`src/rtl/mem_seq_pkg.sv`:
```
// Shared types and constants for the memory access sequencer.
// Latencies count posedges from the accept edge (inclusive) to the first cycle rsp_valid is high.
package mem_seq_pkg;

   localparam int DEFAULT_ADDR_W = 3;
   localparam int DEFAULT_DATA_W = 8;

   localparam int RD_LAT     = 3;
   localparam int WR_LAT     = 3;
   localparam int WR_VFY_LAT = 5;

   typedef enum logic [2:0] {
      IDLE,
      WR_ISSUE,
      WR_HOLD,
      RD_ISSUE,
      RD_CAPT,
      RSP
   } state_t;

endpackage

```
`src/rtl/mem_seq_rsp_reg.sv`:
```
// Response holding register: loads a response, holds it under backpressure, clears on handshake.
module mem_seq_rsp_reg
   import mem_seq_pkg::*;
#(
   parameter int DATA_W = DEFAULT_DATA_W
) (
   input  logic              clk,
   input  logic              rst_n,
   input  logic              load,
   input  logic              clear,
   input  logic [DATA_W-1:0] load_data,
   input  logic              load_err,
   output logic              rsp_valid,
   output logic [DATA_W-1:0] rsp_data,
   output logic              rsp_err
);

   always_ff @(posedge clk or negedge rst_n) begin
      if (!rst_n) begin
         rsp_valid <= 1'b0;
         rsp_data  <= '0;
         rsp_err   <= 1'b0;
      end else if (load) begin
         rsp_valid <= 1'b1;
         rsp_data  <= load_data;
         rsp_err   <= load_err;
      end else if (clear) begin
         rsp_valid <= 1'b0;
         rsp_data  <= '0;
         rsp_err   <= 1'b0;
      end
   end

endmodule

```
`src/rtl/mem_access_sequencer.sv`:
```
// Single-request memory access sequencer driving a registered-enable memory.
// Optional MEM_SEQ_WRITE_VERIFY_EN: every write is read back and compared before responding.
module mem_access_sequencer
   import mem_seq_pkg::*;
#(
   parameter int ADDR_W = DEFAULT_ADDR_W,
   parameter int DATA_W = DEFAULT_DATA_W
) (
   input  logic              clk,
   input  logic              rst_n,
   input  logic              req_valid,
   output logic              req_ready,
   input  logic              req_write,
   input  logic [ADDR_W-1:0] req_adr,
   input  logic [DATA_W-1:0] req_data,
   output logic              rsp_valid,
   input  logic              rsp_ready,
   output logic [DATA_W-1:0] rsp_data,
   output logic              rsp_err,
   output logic              mem_read,
   output logic              mem_write,
   output logic [ADDR_W-1:0] mem_adr,
   output logic [DATA_W-1:0] mem_inputs,
   input  logic [DATA_W-1:0] mem_outputs
);

   state_t            state;
   logic              rsp_load;
   logic              rsp_clear;
   logic              rsp_load_err;
   logic [DATA_W-1:0] rsp_load_data;

`ifdef MEM_SEQ_WRITE_VERIFY_EN
   logic              is_write;
`endif

   assign req_ready = (state == IDLE);
   assign rsp_clear = (state == RSP) && rsp_ready;

`ifdef MEM_SEQ_WRITE_VERIFY_EN
   // Writes and reads both finish through RD_CAPT; mem_inputs still holds the written word.
   assign rsp_load      = (state == RD_CAPT);
   assign rsp_load_data = mem_outputs;
   assign rsp_load_err  = is_write && (mem_outputs != mem_inputs);
`else
   assign rsp_load      = (state == WR_HOLD) || (state == RD_CAPT);
   assign rsp_load_data = (state == RD_CAPT) ? mem_outputs : '0;
   assign rsp_load_err  = 1'b0;
`endif

   // Sequencer FSM; the memory strobes are registered so each is high for exactly its issue state.
   always_ff @(posedge clk or negedge rst_n) begin
      if (!rst_n) begin
         state      <= IDLE;
         mem_read   <= 1'b0;
         mem_write  <= 1'b0;
         mem_adr    <= '0;
         mem_inputs <= '0;
`ifdef MEM_SEQ_WRITE_VERIFY_EN
         is_write   <= 1'b0;
`endif
      end else begin
         mem_read  <= 1'b0;
         mem_write <= 1'b0;
         case (state)
            IDLE: begin
               if (req_valid) begin
                  mem_adr    <= req_adr;
                  mem_inputs <= req_data;
`ifdef MEM_SEQ_WRITE_VERIFY_EN
                  is_write   <= req_write;
`endif
                  if (req_write) begin
                     state     <= WR_ISSUE;
                     mem_write <= 1'b1;
                  end else begin
                     state    <= RD_ISSUE;
                     mem_read <= 1'b1;
                  end
               end
            end
            WR_ISSUE: state <= WR_HOLD;
            WR_HOLD: begin
`ifdef MEM_SEQ_WRITE_VERIFY_EN
               state    <= RD_ISSUE;
               mem_read <= 1'b1;
`else
               state    <= RSP;
`endif
            end
            RD_ISSUE: state <= RD_CAPT;
            RD_CAPT:  state <= RSP;
            RSP: begin
               if (rsp_ready) state <= IDLE;
            end
            default: state <= IDLE;
         endcase
      end
   end

   mem_seq_rsp_reg #(
      .DATA_W (DATA_W)
   ) u_rsp_reg (
      .clk       (clk),
      .rst_n     (rst_n),
      .load      (rsp_load),
      .clear     (rsp_clear),
      .load_data (rsp_load_data),
      .load_err  (rsp_load_err),
      .rsp_valid (rsp_valid),
      .rsp_data  (rsp_data),
      .rsp_err   (rsp_err)
   );

endmodule

```
`config.mk`:
```
export PLATFORM = sky130hd
export DESIGN_NAME = mem_access_sequencer
export DESIGN_NICKNAME = d
export VERILOG_FILES = /design/src/rtl/mem_seq_pkg.sv /design/src/rtl/mem_seq_rsp_reg.sv /design/src/rtl/mem_access_sequencer.sv
export SDC_FILE = /design/constraint.sdc
export NUM_CORES = 1
export LEC_CHECK = 0
export CAP_MARGIN = 20
export CORE_MARGIN = 5
export CORE_UTILIZATION = 44
export DETAILED_ROUTE_END_ITERATION = 8
export HOLD_SLACK_MARGIN = 0.12
export PLACE_DENSITY = 0.86
export SYNTH_ARGS = -nofsm -noshare
export SYNTH_HDL_FRONTEND = slang
export SYNTH_HIERARCHICAL = 1
export SYNTH_SLANG_ARGS = --single-unit
```
`constraint.sdc`:
```
create_clock -name clk -period 2.2 [get_ports clk]
set_input_delay 0.44 -clock clk [delete_from_list [all_inputs] [get_ports clk]]
set_output_delay 0.44 -clock clk [all_outputs]
set_load 0.02 [all_outputs]
```
Yosys cells after proc, flatten, opt, wreduce, memory -nomap -nowiden
Cells that the tools add are included.

word-level totals
  word-level logic and storage cells = 38
  register bits = 26
  output and inout bits = 24
  input bits = 24

operators by class
  reduce and logical (&&, ||, !) cells = 7
  eq/ne operators = 7
  mux-type cells = 16

operators by type and width
  operator                                                         count
  8-bit 2-to-1 mux                                                 3
  3-bit one-hot mux with 5 select lines                            1
  1-bit 2-to-1 mux                                                 9
  3-bit by 2-bit == test with 1-bit output, second input constant  2
  3-bit == test, second input constant                             2
  3-bit 2-to-1 mux                                                 2
  2-bit != test, second input constant                             2
  2-bit AND reduction                                              2
  3-bit by 1-bit == test with 1-bit output, second input constant  1
  3-bit logical NOT                                                1
  2-bit 2-to-1 mux                                                 1
  2-bit nonzero test                                               1
  2-bit OR reduction                                               1
  1-bit logical AND                                                1
  1-bit logical OR                                                 1

Longest topological paths before layout
Gate-level depths: netlist (run 1).

  word-level depth = 4
  mapped depth = 4
  mapped depth without buffers = 4

Hierarchy
Netlist (run 1), hierarchy kept.

modules (own cells, without submodules)
  module                cells an instance  times used  area an instance (µm²)  sequential area each (µm²)
  mem_access_sequencer  55                 1           716.9                   400.4
  mem_seq_rsp_reg       23                 1           364.1                   250.2

Worst setup path after synthesis (run 1)
OpenSTA, ideal clock, no wires.

  path type = reg2reg
  start = register state[2]
  end = register mem_adr[0]
  setup slack = 0.761 ns
  stages on the path, launching flop included = 4
  arrival = 1.314 ns
  setup time = 0.125 ns
  path buffers = 1
  data required time = 2.075 ns
  period minus slack after synthesis = 1.439 ns
  cells stage by stage = dfrtp_1 -> nor4b_4 -> buf_6 -> mux2_2

between the ends
  cells in the longest elaborated chain, start to end = 2

ends and longest elaborated chain
  item                           line                        text
  start: declaration             mem_access_sequencer.sv:27  state_t state;
  start signal: assignment       mem_access_sequencer.sv:54  state <= IDLE;
  start signal: assignment       mem_access_sequencer.sv:74  state <= WR_ISSUE;
  start signal: assignment       mem_access_sequencer.sv:77  state <= RD_ISSUE;
  3-bit logical NOT              mem_access_sequencer.sv:65  case (state)
  2-bit AND reduction (no line)  n/a
  end signal: assignment         mem_access_sequencer.sv:68  mem_adr <= req_adr;
  end: declaration               mem_access_sequencer.sv:22  output logic [ADDR_W-1:0] mem_adr,

Every way passes these cells.
A chain may end at the register's enable or synchronous reset.

Worst setup path after layout (run 1)
  start = register state[2]
  end = output port req_ready

between the ends
  cells in the longest elaborated chain, start to end = 1

ends and longest elaborated chain
  item               line                        text
  3-bit logical NOT  mem_access_sequencer.sv:37  assign req_ready = (state == IDLE);
  end: declaration   mem_access_sequencer.sv:12  output logic req_ready,

Every way passes these cells.

==> results.json, run 1 <==
{
  "outcome": "completed",
  "crit_type": "flop to output pin",
  "tns_ns": 0,
  "arrival_ns": 1.64,
  "use_met3": 0.0240,
  "syn-cell-area_mm2": 0.00108,
  "diodes": 0,
  "use_met2": 0.248,
  "synth.yosys.seq_area_share": 0.602,
  "drt_iter0_drc": 15,
  "routedWlPerCell_um": 14.6,
  "cts_resized": 0,
  "hold_ws_ns": 0.481,
  "cp_max_fo": 8,
  "holdCritPathClass": "primary input to async pin",
  "cts_num_sinks": 26,
  "drc": 0,
  "post-synth-top-area-cell": "dfrtp_1",
  "syn_nets": 102,
  "clkPwrFrac": 0.084,
  "path_cells": "nor3_1, clkdlybuf4s50_1",
  "p_total_mw": 2.24,
  "ios": 48,
  "detail-route-antenna-nets": 0,
  "cts_buffers": 3,
  "ys_seq_elements": 26,
  "nets": 155,
  "clockBufferDepth": 2,
  "cap_violations": 0,
  "final.min_clock_period_ns": 2.08,
  "slowest_stage": "clkdlybuf4s50_1",
  "wl_um": 2330,
  "postSynthAreaPerCell_um2": 13.9,
  "grt_pass1_vias": 839,
  "yosys-top-cells-area": "dfrtp_1, mux2_2, a22o_1",
  "ys_types": 22,
  "routabilityCongestion": 0.826,
  "sw_frac_of_total": 0.375,
  "drive_gt1_frac": 0.163,
  "final-setup-viol-count": 0,
  "worst_pin_slew_ns": 0.735,
  "ir_worst_vdd_v": 0.000901,
  "pwr-share-comb": 0.536,
  "final_cell_mix": "clkdlybuf4s50_1, dfrtp_1, mux2_2, and2_1, a22o_1",
  "clkTransAtPathRegs_ns": 0.13,
  "critPathCaptureType": "output pin",
  "hold_viol_final": 0,
  "cts-htree-levels": 1,
  "grt_max_degree": 27,
  "fin_crit_sh": 0.947,
  "use_met1": 0.178,
  "rsz0062_at_grt": "no",
  "die_x_um": 59.6,
  "area_growth_pct": 49.1,
  "track_usage": 0.140,
  "fmax_mhz": 480,
  "top_usage_layer": "met2",
  "cts_tree": "built",
  "max_stage_delay_ns": 0.63,
  "crit_buf_inv": 1,
  "avgViaCountPerCell": 5.05,
  "required_ns": 1.76,
  "cellPowerDensity_mw_per_mm2": 1390,
  "synthCells": 78,
  "vias": 803,
  "crit_family": "buffers and inverters",
  "timing.slew.headroom": 0.509,
  "fill_cells": 192,
  "dieArea_mm2": 0.00355,
  "final_common_cell": "clkdlybuf4s50_1",
  "cellLeakagePower_nw": 0.691,
  "clock_latency_ns": 0.30,
  "hpwl_um": 1880,
  "grt-ovfl-total": 0,
  "antenna_found_initial": 0,
  "postCtsSetupRepairBufs": 0,
  "cts_root_buf": "clkbuf_4",
  "finClkSkew_ns": 0.000855,
  "multi_input_area_um2": 404,
  "io_buffers": 47,
  "switchingPower_mw": 0.842,
  "cp-start-kind": "flop",
  "yosysWarnings": 6,
  "maxSlewViolCount": 0,
  "firstDrtPassIters": 4,
  "p_seq_frac": 0.380,
  "initial_core_util": 0.449,
  "coreArea_mm2": 0.00241,
  "synth_top_area_frac": 0.602,
  "hold_buffers": 0,
  "die_height_um": 59.6,
  "fp-row-count": 18,
  "intPower_mw": 1.40,
  "grt_pass1_wl_um": 3770,
  "regArea_um2": 651
}
[per-layer routing]
metal	vias up	wire length, µm
met2	20	1260
met4	0	10
met1	405	933
li1	376	-
met3	2	123
met5	-	0
[power groups by stage]
| stage | clock network (mW) | logic, mW | registers, mW |
|---|---|---|---|
| after floorplan | 0 | 0.450 | 1.08 |
| after global placement | 0 | 1.19 | 0.854 |
| after detailed placement | 0 | 1.22 | 0.869 |
| after CTS | 0.194 | 1.23 | 0.857 |
| after global routing | 0.212 | 1.29 | 0.886 |
| final | 0.188 | 1.20 | 0.853 |
[flip-flops by register name (all words and copies together) (netlist names)]
name                 flops
state                    3
u_rsp_reg/rsp_valid      1
mem_inputs               8
mem_write                1
mem_read                 1
u_rsp_reg/rsp_data       8
mem_adr                  3
u_rsp_reg/rsp_err        1
[cell type report]
| cell class | count | area share |
|---|---|---|
| Timing Repair Buffer | 50 | 0.306 |
| Clock buffer | 3 | 0.0140 |
| Inverter | 1 | 0.00233 |
| Multi-Input combinational cell | 49 | 0.251 |
| Sequential cell | 26 | 0.404 |
| Tap cell | 30 | 0.0233 |
[worst reg2reg max path: cells and delay by family (launching register included)]
| kind | cells | cell delay [ns] |
|---|---|---|
| compound gates | 1 | 0.14 |
| simple gates | 2 | 0.89 |
| flops | 1 | 0.53 |
[path summary, 6_finish.rpt]
check / start / endpoint / slack, ns / cells past startpoint
max: state[2]$_DFFE_PN0P_ / req_ready / 0.12 / 2
min: rst_n / u_rsp_reg/rsp_data[3]$_DFFE_PN0P_ / 0.48 / 2
max reg2reg: state[2]$_DFFE_PN0P_ / u_rsp_reg/rsp_data[2]$_DFFE_PN0P_ / 0.60 / 3
min reg2reg: u_rsp_reg/rsp_valid$_DFFE_PN0P_ / u_rsp_reg/rsp_valid$_DFFE_PN0P_ / 0.51 / 1
max in group asynchronous: rst_n / mem_inputs[2]$_DFFE_PN0P_ / 1.48 / 2
min in group clk: u_rsp_reg/rsp_valid$_DFFE_PN0P_ / u_rsp_reg/rsp_valid$_DFFE_PN0P_ / 0.51 / 1
[kinds of logic (layout without fill, tap and decap cells)]
| kind of cell | after synthesis | after routing | share of synthesized area |
|---|---|---|---|
| flops | 26 | 26 | 0.602 |
| simple gates | 22 | 22 | 0.140 |
| compound gates | 15 | 15 | 0.116 |
| mux | 11 | 11 | 0.115 |
| buf+inv | 3 | 54 | 0.0243 |
| other cells | 1 | 1 | 0.00347 |
[synth_stat cells]
cell type / n
a21o_2: 1
a21oi_1: 1
a22o_1: 9
and2_1: 10
buf_6: 2
conb_1: 1
dfrtp_1: 26
inv_1: 1
mux2_2: 11
nand2_1: 2
nand2b_1: 1
nor2_1: 2
nor2_4: 1
nor2b_1: 2
nor3_1: 1
nor3b_1: 1
nor4b_4: 1
o211a_1: 1
o21a_1: 1
o21ai_0: 1
o21ba_2: 1
or2b_1: 1
[stage by stage]
step                cells  cell area [µm²]  worst slack (ns)   util
floorplan              78             1080             0.761      -
global placement      156             1590             0.374  0.659
finish                159             1610             0.116  0.669
global route          159             1610           0.00787  0.669
CTS                   159             1610            0.0939  0.669
detailed placement    156             1590             0.349  0.659
No activity file was read; power rests on OpenSTA's default activity.
==> inputs of run 2 (changes only) <==
--- a/config.mk
+++ b/config.mk
@@ -9,8 +9,10 @@
 export CORE_MARGIN = 5
 export CORE_UTILIZATION = 44
 export DETAILED_ROUTE_END_ITERATION = 8
+export GPL_ROUTABILITY_DRIVEN = 0
 export HOLD_SLACK_MARGIN = 0.12
 export PLACE_DENSITY = 0.86
+export SLEW_MARGIN = 40
 export SYNTH_ARGS = -nofsm -noshare
 export SYNTH_HDL_FRONTEND = slang
 export SYNTH_HIERARCHICAL = 1
==> run 2 against run 1 <==
Final cell count unchanged; hold slack improved by 0.00094 ns; flip-flop and latch count unchanged; non-clock buffer count unchanged.
==> results.json, run 2 (same netlist as run 1, synthesis figures left out) <==
{
  "use_met1": 0.178,
  "avgViaCountPerCell": 5.00,
  "top_usage_layer": "met2",
  "final_cell_mix": "clkdlybuf4s50_1, dfrtp_1, mux2_2, and2_1, a22o_1",
  "critPathCaptureType": "output pin",
  "fill_cells": 192,
  "grt_pass1_vias": 839,
  "vias": 795,
  "drt_iter0_drc": 6,
  "required_ns": 1.76,
  "initial_core_util": 0.449,
  "hold_ws_ns": 0.482,
  "place_area_mm2": 0.00159,
  "grt-ovfl-total": 0,
  "top_regs": "mem_inputs (8), u_rsp_reg/rsp_data (8)",
  "use_met3": 0.0240,
  "detail-route-antenna-nets": 0,
  "cts_resized": 0,
  "crit_type": "flop to output pin",
  "arrival_ns": 1.64,
  "clkTransAtPathRegs_ns": 0.13,
  "antenna_found_initial": 0,
  "rsz0062_at_grt": "no",
  "finClkSkew_ns": 0.00160,
  "maxSlewViolCount": 0,
  "fin_crit_sh": 0.945,
  "cp-start-kind": "flop",
  "cap_violations": 0,
  "fin_cells": 159,
  "postCtsSetupRepairBufs": 0,
  "die_height_um": 59.6,
  "cts_root_buf": "clkbuf_4",
  "drc": 0,
  "cp_max_fo": 8,
  "firstDrtPassIters": 4,
  "clockBufferDepth": 2,
  "nets": 155,
  "cellLeakagePower_nw": 0.693,
  "fp-row-count": 18,
  "dieArea_mm2": 0.00355,
  "hold_viol_final": 0,
  "hpwl_um": 1880,
  "cellPowerDensity_mw_per_mm2": 1390,
  "final-setup-viol-count": 0,
  "final_common_cell": "clkdlybuf4s50_1",
  "dp.cells": 156,
  "ir_worst_vdd_v": 0.000851,
  "io_buffers": 47,
  "holdCritPathClass": "primary input to async pin",
  "grt_max_degree": 27,
  "cts_tree": "built",
  "clock_latency_ns": 0.30,
  "cts_num_sinks": 26,
  "routedWlPerCell_um": 14.7,
  "ios": 48,
  "final_area_mm2": 0.00162,
  "tns_ns": 0,
  "area_growth_pct": 49.5,
  "cts_buffers": 3,
  "p_total_mw": 2.25,
  "die_x_um": 59.6,
  "outcome": "completed",
  "use_met2": 0.248,
  "wl_um": 2330,
  "diodes": 0,
  "hold_buffers": 0,
  "track_usage": 0.140,
  "final.min_clock_period_ns": 2.08,
  "drive_gt1_frac": 0.171,
  "coreArea_mm2": 0.00241,
  "cts-htree-levels": 1,
  "fmax_mhz": 481,
  "grt_pass1_wl_um": 3770
}
## run 2: area by class of cell
cell class,count,area [µm²],area share
inverter,1,3.75,0.00232
multi-input combinational,49,409,0.253
clock buffer,3,22.5,0.0139
timing repair buffer,50,493,0.305
sequential,26,651,0.402
tap,30,37.5,0.0232
## run 2: stage by stage
stage / worst slack, ns / util
after floorplan: 0.761 / -
after global placement: 0.374 / 0.659
after detailed placement: 0.349 / 0.659
after CTS: 0.0939 / 0.669
after global routing: 0.00665 / 0.671
final: 0.121 / 0.671
## run 2: power by group
part	total [mW]	switching, mW	internal (mW)	leakage (nW)
Combinational	1.21	0.557	0.649	0.353
Clock	0.187	0.124	0.0637	0.0138
Sequential	0.855	0.163	0.691	0.327
Total	2.25	0.844	1.40	0.693
## run 2: critical path: stages (launching register included)
cell and delay [ns]:
dfrtp_1 0.50, nor3_1 0.21, clkdlybuf4s50_1 0.63
## run 2: final timing paths
path	startpoint	end	slack (ns)	cells after the start
max	state[2]$_DFFE_PN0P_	req_ready	0.12	2
min	rst_n	u_rsp_reg/rsp_data[3]$_DFFE_PN0P_	0.48	2
max reg2reg	state[2]$_DFFE_PN0P_	u_rsp_reg/rsp_data[6]$_DFFE_PN0P_	0.66	4
max in group asynchronous	rst_n	mem_inputs[2]$_DFFE_PN0P_	1.48	2
min in group clk	u_rsp_reg/rsp_valid$_DFFE_PN0P_	u_rsp_reg/rsp_valid$_DFFE_PN0P_	0.51	1
min reg2reg	u_rsp_reg/rsp_valid$_DFFE_PN0P_	u_rsp_reg/rsp_valid$_DFFE_PN0P_	0.51	1
## run 2: layer usage
layer  wire length, µm  vias up
li1                  -      377
met1               935      394
met2              1250       22
met3               135        2
met4                10        0
met5                 0        -
==> inputs of run 3 (changes only) <==
--- a/config.mk
+++ b/config.mk
@@ -7,11 +7,11 @@
 export LEC_CHECK = 0
 export CAP_MARGIN = 20
 export CORE_MARGIN = 5
-export CORE_UTILIZATION = 44
+export CORE_UTILIZATION = 37
 export DETAILED_ROUTE_END_ITERATION = 8
 export GPL_ROUTABILITY_DRIVEN = 0
 export HOLD_SLACK_MARGIN = 0.12
-export PLACE_DENSITY = 0.86
+export PLACE_DENSITY = 0.77
 export SLEW_MARGIN = 40
 export SYNTH_ARGS = -nofsm -noshare
 export SYNTH_HDL_FRONTEND = slang
==> constraint.sdc (replaced) <==
create_clock -name clk -period 1.8 [get_ports clk]
set_input_delay 0.36 -clock clk [delete_from_list [all_inputs] [get_ports clk]]
set_output_delay 0.36 -clock clk [all_outputs]
set_load 0.02 [all_outputs]
==> run 3 against run 2 <==
Non-clock buffer count rose by 4; first-iteration DRC count unchanged; largest cell class unchanged; sequential share of layout area shrank 1.6 points; die area rose by 16%; largest power group unchanged; highest routed layer unchanged; final cell count is 3.8% higher; clock power rose by 110%.
==> results.json, run 3 (same netlist as run 1, synthesis figures left out) <==
{
  "max_stage_delay_ns": 0.61,
  "track_usage": 0.122,
  "clock_latency_ns": 0.31,
  "die_height_um": 64.1,
  "drive_gt1_frac": 0.194,
  "initial_core_util": 0.389,
  "routedWlPerCell_um": 14.6,
  "final_cell_mix": "clkdlybuf4s50_1, dfrtp_1, mux2_2, and2_1, a22o_1",
  "crit_type": "flop to output pin",
  "fmax_mhz": 596,
  "required_ns": 1.44,
  "slowest_stage": "clkdlybuf4s50_1",
  "path_cells": "clkdlybuf4s50_1",
  "place_ws_ns": 0.0463,
  "holdCritPathClass": "primary input to async pin",
  "rsz0062_at_grt": "no",
  "vias": 784,
  "firstDrtPassIters": 4,
  "nets": 159,
  "wl_um": 2420,
  "final-setup-viol-count": 0,
  "top_regs": "mem_inputs (8), u_rsp_reg/rsp_data (8)",
  "coreArea_mm2": 0.00278,
  "switchingPower_mw": 1.06,
  "cts-htree-levels": 1,
  "detail-route-antenna-nets": 0,
  "p_total_mw": 2.98,
  "hpwl_um": 1910,
  "drc": 0,
  "tns_ns": 0,
  "grt_pass1_vias": 852,
  "cp_max_fo": 2,
  "diodes": 0,
  "outcome": "completed",
  "finClkSkew_ns": 0.00579,
  "grt_max_degree": 27,
  "pwr-share-comb": 0.539,
  "grt_pass1_wl_um": 3950,
  "cp.depth": 1,
  "sw_frac_of_total": 0.357,
  "intPower_mw": 1.92,
  "reg2reg_depth": 5,
  "io_buffers": 47,
  "area_growth_pct": 55.8,
  "ir_worst_vdd_v": 0.00108,
  "avgViaCountPerCell": 4.75,
  "hold_viol_final": 0,
  "grt-ovfl-total": 0,
  "cts_root_buf": "clkbuf_4",
  "crit_path_start": "mem_inputs[7]$_DFFE_PN0P_",
  "fill_cells": 229,
  "regArea_um2": 651,
  "setup.worst_path.end": "mem_inputs[7]",
  "p_seq_frac": 0.330,
  "maxSlewViolCount": 0,
  "r2r-start": "state[1]$_DFFE_PN0P_",
  "cp-start-kind": "flop",
  "fin_crit_sh": 0.932,
  "worst_r2r_endpoint": "u_rsp_reg/rsp_data[7]$_DFFE_PN0P_",
  "layout_setup_ws_ns": 0.123,
  "cts_buffers": 3,
  "cts_num_sinks": 26,
  "final_common_cell": "clkdlybuf4s50_1",
  "cts_tree": "built",
  "ios": 48,
  "final.min_clock_period_ns": 1.68,
  "clockBufferDepth": 2,
  "fp-row-count": 19,
  "clkTransAtPathRegs_ns": 0.14,
  "final_area_mm2": 0.00168,
  "cellLeakagePower_nw": 0.732,
  "multi_input_area_um2": 404,
  "cellPowerDensity_mw_per_mm2": 1770,
  "place_area_mm2": 0.00163,
  "crit_family": "buffers and inverters",
  "clkPwrFrac": 0.131,
  "die_x_um": 64.1,
  "dieArea_mm2": 0.00410,
  "antenna_found_initial": 0,
  "rrSetupSlack_ns": 0.24,
  "crit_buf_inv": 1,
  "postCtsSetupRepairBufs": 0,
  "critPathCaptureType": "output pin",
  "drt_iter0_drc": 6,
  "arrival_ns": 1.32,
  "cap_violations": 0
}
## run 3: changes by cell type in the layout (fill, tap and decap cells not counted), sizes merged
cell	change
clkdlybuf4s50	-1
buf	+4
bufinv	+1
dlygate4sd2	+1
## run 3: layer usage
layer | part of all wire | GRT usage
met3 | 0.034 | 0.0228
met4 | 0.011 | 0.0623
met1 | 0.37 | 0.131
met2 | 0.59 | 0.224
met5 | 0 | 0
## run 3: worst min-delay path by stage
stage / to / slack [ns] / depth (start not counted)
after global routing: u_rsp_reg/rsp_err$_DFFE_PN0P_ / 0.41 / 2
after floorplan: mem_adr[0]$_DFFE_PN0P_ / 0.06 / 0
after CTS: state[0]$_DFFE_PN0P_ / 0.38 / 2
after detailed placement: u_rsp_reg/rsp_valid$_DFFE_PN0P_ / 0.48 / 1
final: state[0]$_DFFE_PN0P_ / 0.38 / 2
after global placement: u_rsp_reg/rsp_valid$_DFFE_PN0P_ / 0.48 / 1
## run 3: stage by stage
stage          std cells  utilization  hold slack (ns)
6_report             165        0.605            0.384
5_1_grt              165        0.605            0.408
4_1_cts              165        0.605            0.376
3_5_place_dp         161        0.587            0.476
3_3_place_gp         161        0.587            0.478
2_1_floorplan         78            -           0.0644
## run 3: timing repair
action | CTS | global route
gates resized for setup | 1 | 0
setup endpoints to repair | 1 | 0
hold buffers | 0 | 0
## run 3: power groups by stage
stage	logic, mW	clock network, mW	registers, mW
CTS	1.63	0.406	0.990
floorplan	0.550	0	1.32
detailed placement	1.64	0	1.00
global placement	1.60	0	0.990
global route	1.71	0.421	1.02
finish	1.61	0.391	0.984
## run 3: final cells by class
class / instances / share of cell area
flip-flops and latches: 26 / 0.386
repair buffers: 54 / 0.317
clock inverters: 1 / 0.0178
clock buffers: 3 / 0.0134
multi-input cells: 49 / 0.240
well taps: 31 / 0.0230
inverters: 1 / 0.00223
